## config.mk

```make
export PLATFORM = sky130hd
export DESIGN_NAME = pc_sequencer
export DESIGN_NICKNAME = d
export VERILOG_FILES = /design/src/rtl/pc_sequencer.sv
export SDC_FILE = /design/constraint.sdc
export NUM_CORES = 1
export LEC_CHECK = 0
export ABC_AREA = 1
export CAP_MARGIN = 20
export CORE_AREA = 2 2 128 130
export CTS_CLUSTER_DIAMETER = 40
export DETAILED_ROUTE_END_ITERATION = 10
export DIE_AREA = 0 0 130 132
export GPL_TIMING_DRIVEN = 0
export MAX_ROUTING_LAYER = met4
export PLACE_DENSITY = 0.86
export REMOVE_ABC_BUFFERS = 1
export SYNTH_ARGS = -nofsm -noshare
export SYNTH_HDL_FRONTEND = slang
export SYNTH_SLANG_ARGS = --single-unit
```

## constraint.sdc

```tcl
create_clock -name i_clk -period 2.2 [get_ports i_clk]
set_clock_uncertainty 0.1 [all_clocks]
set_input_delay 0.33 -clock i_clk [delete_from_list [all_inputs] [get_ports i_clk]]
set_output_delay 0.33 -clock i_clk [all_outputs]
set_load 0.1 [all_outputs]
```

## src/rtl/pc_sequencer.sv

```systemverilog
// Instruction-fetch sequencer: owns the PC and runs the req/ready fetch handshake.
// It holds each fetched instruction until the core acks it, then selects the next PC.
module pc_sequencer #(
   parameter logic [31:0] RESET_VEC = 32'h0000_3000,
   parameter logic [31:0] EXC_VEC   = 32'h0000_4180
) (
   input  logic        i_clk,
   input  logic        i_rst_n,
   output logic        o_imem_req,
   output logic [31:0] o_imem_addr,
   input  logic        i_imem_ready,
   input  logic [31:0] i_imem_rdata,
   output logic        o_instr_valid,
   output logic [31:0] o_instr,
   output logic [31:0] o_instr_pc,
   input  logic        i_instr_ack,
   input  logic        i_br_taken,
   input  logic [31:0] i_br_target,
   input  logic        i_jmp,
   input  logic [31:0] i_jmp_target,
   input  logic        i_exc,
   input  logic        i_eret,
   output logic [31:0] o_pc,
   output logic [31:0] o_epc
);

   typedef enum logic [1:0] {S_BOOT, S_FETCH, S_HOLD} state_t;

   state_t      r_state;
   state_t      w_state_nxt;
   logic [31:0] r_pc;
   logic [31:0] r_epc;
   logic [31:0] r_instr;
   logic [31:0] r_instr_pc;
   logic [31:0] w_next_pc;
   logic        w_fetch_done;
   logic        w_retire;

   function automatic logic [31:0] align4(input logic [31:0] a);
      return {a[31:2], 2'b00};
   endfunction

   always_ff @(posedge i_clk or negedge i_rst_n) begin
      if (!i_rst_n) r_state <= S_BOOT;
      else          r_state <= w_state_nxt;
   end

   assign w_fetch_done = (r_state == S_FETCH) && i_imem_ready;
   assign w_retire     = (r_state == S_HOLD) && i_instr_ack;

   always_comb begin
      w_state_nxt = r_state;
      case (r_state)
         S_BOOT:  w_state_nxt = S_FETCH;
         S_FETCH: if (i_imem_ready) w_state_nxt = S_HOLD;
         S_HOLD:  if (i_instr_ack)  w_state_nxt = S_FETCH;
         default: w_state_nxt = S_BOOT;
      endcase
   end

   // Redirect priority: exception, eret, jump, taken branch, sequential.
   always_comb begin
      w_next_pc = r_instr_pc + 32'd4;
      if (i_exc)           w_next_pc = EXC_VEC;
      else if (i_eret)     w_next_pc = r_epc;
      else if (i_jmp)      w_next_pc = align4(i_jmp_target);
      else if (i_br_taken) w_next_pc = align4(i_br_target);
   end

   always_ff @(posedge i_clk or negedge i_rst_n) begin
      if (!i_rst_n) begin
         r_pc       <= RESET_VEC;
         r_epc      <= 32'd0;
         r_instr    <= 32'd0;
         r_instr_pc <= 32'd0;
      end else begin
         if (w_fetch_done) begin
            r_instr    <= i_imem_rdata;
            r_instr_pc <= r_pc;
         end
         if (w_retire) begin
            r_pc <= w_next_pc;
            if (i_exc) r_epc <= r_instr_pc;
         end
      end
   end

   // Decoded straight from state so an async reset drops them without a clock.
   assign o_imem_req    = (r_state == S_FETCH);
   assign o_instr_valid = (r_state == S_HOLD);
   assign o_imem_addr   = r_pc;
   assign o_pc          = r_pc;
   assign o_epc         = r_epc;
   assign o_instr       = r_instr;
   assign o_instr_pc    = r_instr_pc;

endmodule

```

After elaboration in Yosys (flattened, before gate mapping)
Index checks and enable logic that the tools add are counted.
- flip-flop bits (word level): 130
- input port bits: 104
- output and inout port bits: 162
- word-level logic and storage cells: 22
- add/sub/neg operators: 1
- equal/unequal tests: 4
- muxes and demuxes: 7
- reduce and logical (&&, ||, !) cells: 5
- operator list (kind ; number):
    $mux 32 ; 4
    $add 32x3->32 const B ; 1
    $pmux 2 s3 ; 1
    $mux 2 ; 2
    $ne 2x1->1 const B ; 2
    $reduce_and 2->1 ; 2
    $eq 2x1->1 const B ; 1
    $eq 2x2->1 const B ; 1
    $logic_and 1x1->1 ; 2
    $logic_not 2->1 ; 1

Depth between registers and ports, before layout
- depth in word-level cells: 5
- gate-level depth with buffers: 13
- mapped depth without buffers: 13

Least setup slack after synthesis
Ideal clock, no wire load.
- path kind: register to register
- from: register r_state[0]
- to: register r_pc[8] (netlist: o_imem_addr[8])
- library setup time: 0.138 ns
- data arrival time: 2.275 ns
- data required time: 1.962 ns
- path slack: -0.314 ns
- stages on the path, launching flop included: 8
- path buffers: 1
- period minus slack after synthesis: 2.514 ns
- cells stage by stage: dfrtp_1 -> nor2_2 -> nand2_1 -> nor2_2 -> inv_1 -> buf_2 -> a21oi_1 -> a22oi_1
- word-level cells in the longest chain between the ends: 2
- RTL lines (element ; RTL line ; source):
    start: declaration ; 29 ; state_t r_state;
    start signal: assignment ; 45 ; else r_state <= w_state_nxt;
    $eq 2x2->1 ; - ;
    net o_instr_valid ; 13 ; output logic o_instr_valid,
    $logic_and 1x1->1 ; 49 ; assign w_retire = (r_state == S_HOLD) && i_instr_ack;
    end signal: assignment ; 82 ; r_pc <= w_next_pc;
    end: declaration ; 31 ; logic [31:0] r_pc;
The timed path passes the listed nets, and every way through them passes these cells.
A chain may end at the register's enable or synchronous reset.

Worst setup path in the final report
- from: register r_pc[19] (netlist: o_imem_addr[19])
- to: output o_pc[19]
- RTL lines (element ; RTL line ; source):
    end: declaration ; 23 ; output logic [31:0] o_pc,
No word-level cell between the ends.

==> results.json <==
{
  "syn_inst": 853,
  "cts_sinks": 130,
  "vias": 6636,
  "drt_wl_total_um": 22100,
  "path_cells": "clkdlybuf4s15_1",
  "area_growth_pct": 47.2,
  "min_period_ps": 2160,
  "grt_pass1_wl_um": 34500,
  "hold_violations": 0,
  "fin_hold_ws_ps": 363,
  "fill_cells": 1382,
  "worstMarginPinSlew_ps": 1060,
  "clk_pin_slew_ps": 60,
  "ys_ff_latch": 130,
  "pin_count": 266,
  "fp.coreArea_um2": 15700,
  "critPathMaxFanout": 4,
  "yosysSeqAreaShare_pct": 47.8,
  "wl_met1_um": 9480,
  "dp.cells": 1265,
  "max_freq_mhz": 463,
  "cts_tree": "yes",
  "path_buf_inv": 1,
  "cp-start-kind": "flop",
  "via_per_inst": 5.07,
  "final_common_cell": "nand2_1",
  "cp-end-kind": "output pin",
  "top_layer": "met4",
  "rows": 46,
  "clock_path_buffers": 2,
  "numCtsBuffers": 17,
  "max-cap-violations": 0,
  "grt_overflow": 0,
  "grt_pass1_vias": 6504,
  "synth_area_um2": 6810,
  "insertion_delay_ps": 410,
  "drive_gt1_share_pct": 13.4,
  "die_w_um": 130,
  "numPortBuffers": 261,
  "drc": 0,
  "critPathKind": "flop to output pin",
  "fin_crit_sh_pct": 98.2,
  "rsz0062_at_grt": "false",
  "wl_met3_um": 1410,
  "h-tree-depth": 4,
  "drv_slew": 0,
  "die_h_um": 132,
  "final_cell_mix": "nand2_1, dlygate4sd2_1, dfrtp_1",
  "cp_slowest_cell": "clkdlybuf4s15_1",
  "synth.distinct_cells": 35,
  "finalCoreUtilization_pct": 63.8,
  "final_nets": 1185,
  "wl_per_cell_um": 16.9,
  "dpl.hpwl_um": 15600,
  "dr_wl_met2_um": 10700,
  "max_stage_delay_ps": 860,
  "place_area_um2": 9460,
  "place_congestion": 0.864,
  "syn_area_per_cell_um2": 7.98,
  "yosysWarnings": 0,
  "antennaDiodeCount": 0,
  "final_area_um2": 10000,
  "final_cells": 1309,
  "firstDrtPassIters": 5,
  "cts_root_buf": "clkbuf_16",
  "antenna_left": 0,
  "crit_required_ps": 1770,
  "cp.arrival_ps": 1730,
  "slew_headroom_pct": 29.3,
  "setup_viol": 0,
  "path_delay_family": "buffers and inverters",
  "track_usage_pct": 27.1,
  "status": "finished, final reports clean",
  "drt-initial-drc-count": 460,
  "grt_antenna_before_repair": 0,
  "start_util_pct": 43.3,
  "dieArea_um2": 17200,
  "grt_max_degree": 77,
  "holdCritPathClass": "input port to async pin"
}
[flip-flops by register name, summed over array words and instances (netlist names)]
register     count
o_epc           32
o_instr         32
o_instr_pc      32
r_state          2
o_imem_addr     32
[area by class of cell]
type                    count  area [um2]  area share (%)
multi-input cells         592        2960            29.5
inverters                  60         243            2.42
repair buffers            278        2660            26.5
clock buffers              19         443            4.42
flip-flops and latches    130        3260            32.5
well taps                 216         270            2.70
repair inverters            1        7.51          0.0749
clock inverters            13         184            1.84
[final timing paths]
kind / start / to / slack [ps] / cells after the start
hold reg to reg: o_instr[16] / o_instr[16] / 400 / 1
setup / recovery: o_imem_addr[19] / o_pc[19] / 40 / 1
min in group i_clk: o_instr[16] / o_instr[16] / 400 / 1
hold / removal: i_rst_n / o_instr[21] / 360 / 2
setup reg to reg: r_state[0] / o_imem_addr[8] / 130 / 7
max in group asynchronous: i_rst_n / o_imem_addr[12] / 860 / 3
[Yosys cell counts]
master / n / share of area [%]
nand2_1: 219 / 12
dfrtp_1: 128 / 47
nor2_1: 117 / 6.5
o21ai_0: 71 / 5.2
inv_1: 57 / 3.1
a21oi_1: 49 / 3.6
mux2_2: 38 / 6.3
nand3_1: 37 / 2.7
buf_4: 32 / 3.5
clkbuf_1: 23 / 1.3
buf_2: 15 / 1.1
nor2_2: 7 / 0.64
o22ai_1: 7 / 0.64
xor2_1: 7 / 0.90
nand2_2: 6 / 0.55
nand4_1: 5 / 0.46
nor2_4: 5 / 0.83
or2_2: 5 / 0.46
o21ai_1: 4 / 0.29
a21boi_0: 2 / 0.22
a22oi_1: 2 / 0.22
dfstp_2: 2 / 0.77
inv_2: 2 / 0.11
o211ai_1: 2 / 0.22
a21boi_1: 1 / 0.11
a21o_1: 1 / 0.11
a221oi_1: 1 / 0.13
a31oi_1: 1 / 0.092
buf_1: 1 / 0.055
clkinv_1: 1 / 0.055
ha_1: 1 / 0.18
nand2_4: 1 / 0.17
nor3_1: 1 / 0.073
o221ai_1: 1 / 0.13
o31a_1: 1 / 0.13
[repair_timing]
item                                   in CTS  in global routing
buffers inserted                            6                  4
setup endpoints to repair                 226                 26
cloned                                      1                  0
hold buffers                                1                  0
endpoints found under the hold margin      58                  0
resized for setup                         204                 26
[cell families (layout without fill, tap and decap cells)]
group / after synthesis / count (layout) / share of synthesized area, %
multiplexers: 38 / 38 / 6.29
flip-flops: 130 / 130 / 47.8
AND/OR/NAND/NOR: 403 / 403 / 24.4
buffers and inverters: 131 / 371 / 9.26
adder cells (fa/ha/maj): 1 / 1 / 0.184
AO/OA/AOI/OAI: 143 / 143 / 11.1
XOR/XNOR: 7 / 7 / 0.901
[through the flow]
stage	TNS [ps]	setup WS, ps
CTS	0	0.486
global route	0	1.82
finish	0	39.2
floorplan	-142170	-1400
global placement	-797790	-4480
detailed placement	-61890	-1270
[per-layer routing]
layer | vias up | global-route usage, %
li1 | 3179 | -
met1 | 3156 | 34.6
met2 | 264 | 42.6
met3 | 37 | 5.44
met4 | 0 | 9.80
met5 | - | -
Power is left out: the tool's default activity adds up to more than one toggle a clock period on the data nets, which glitch-free logic cannot reach.
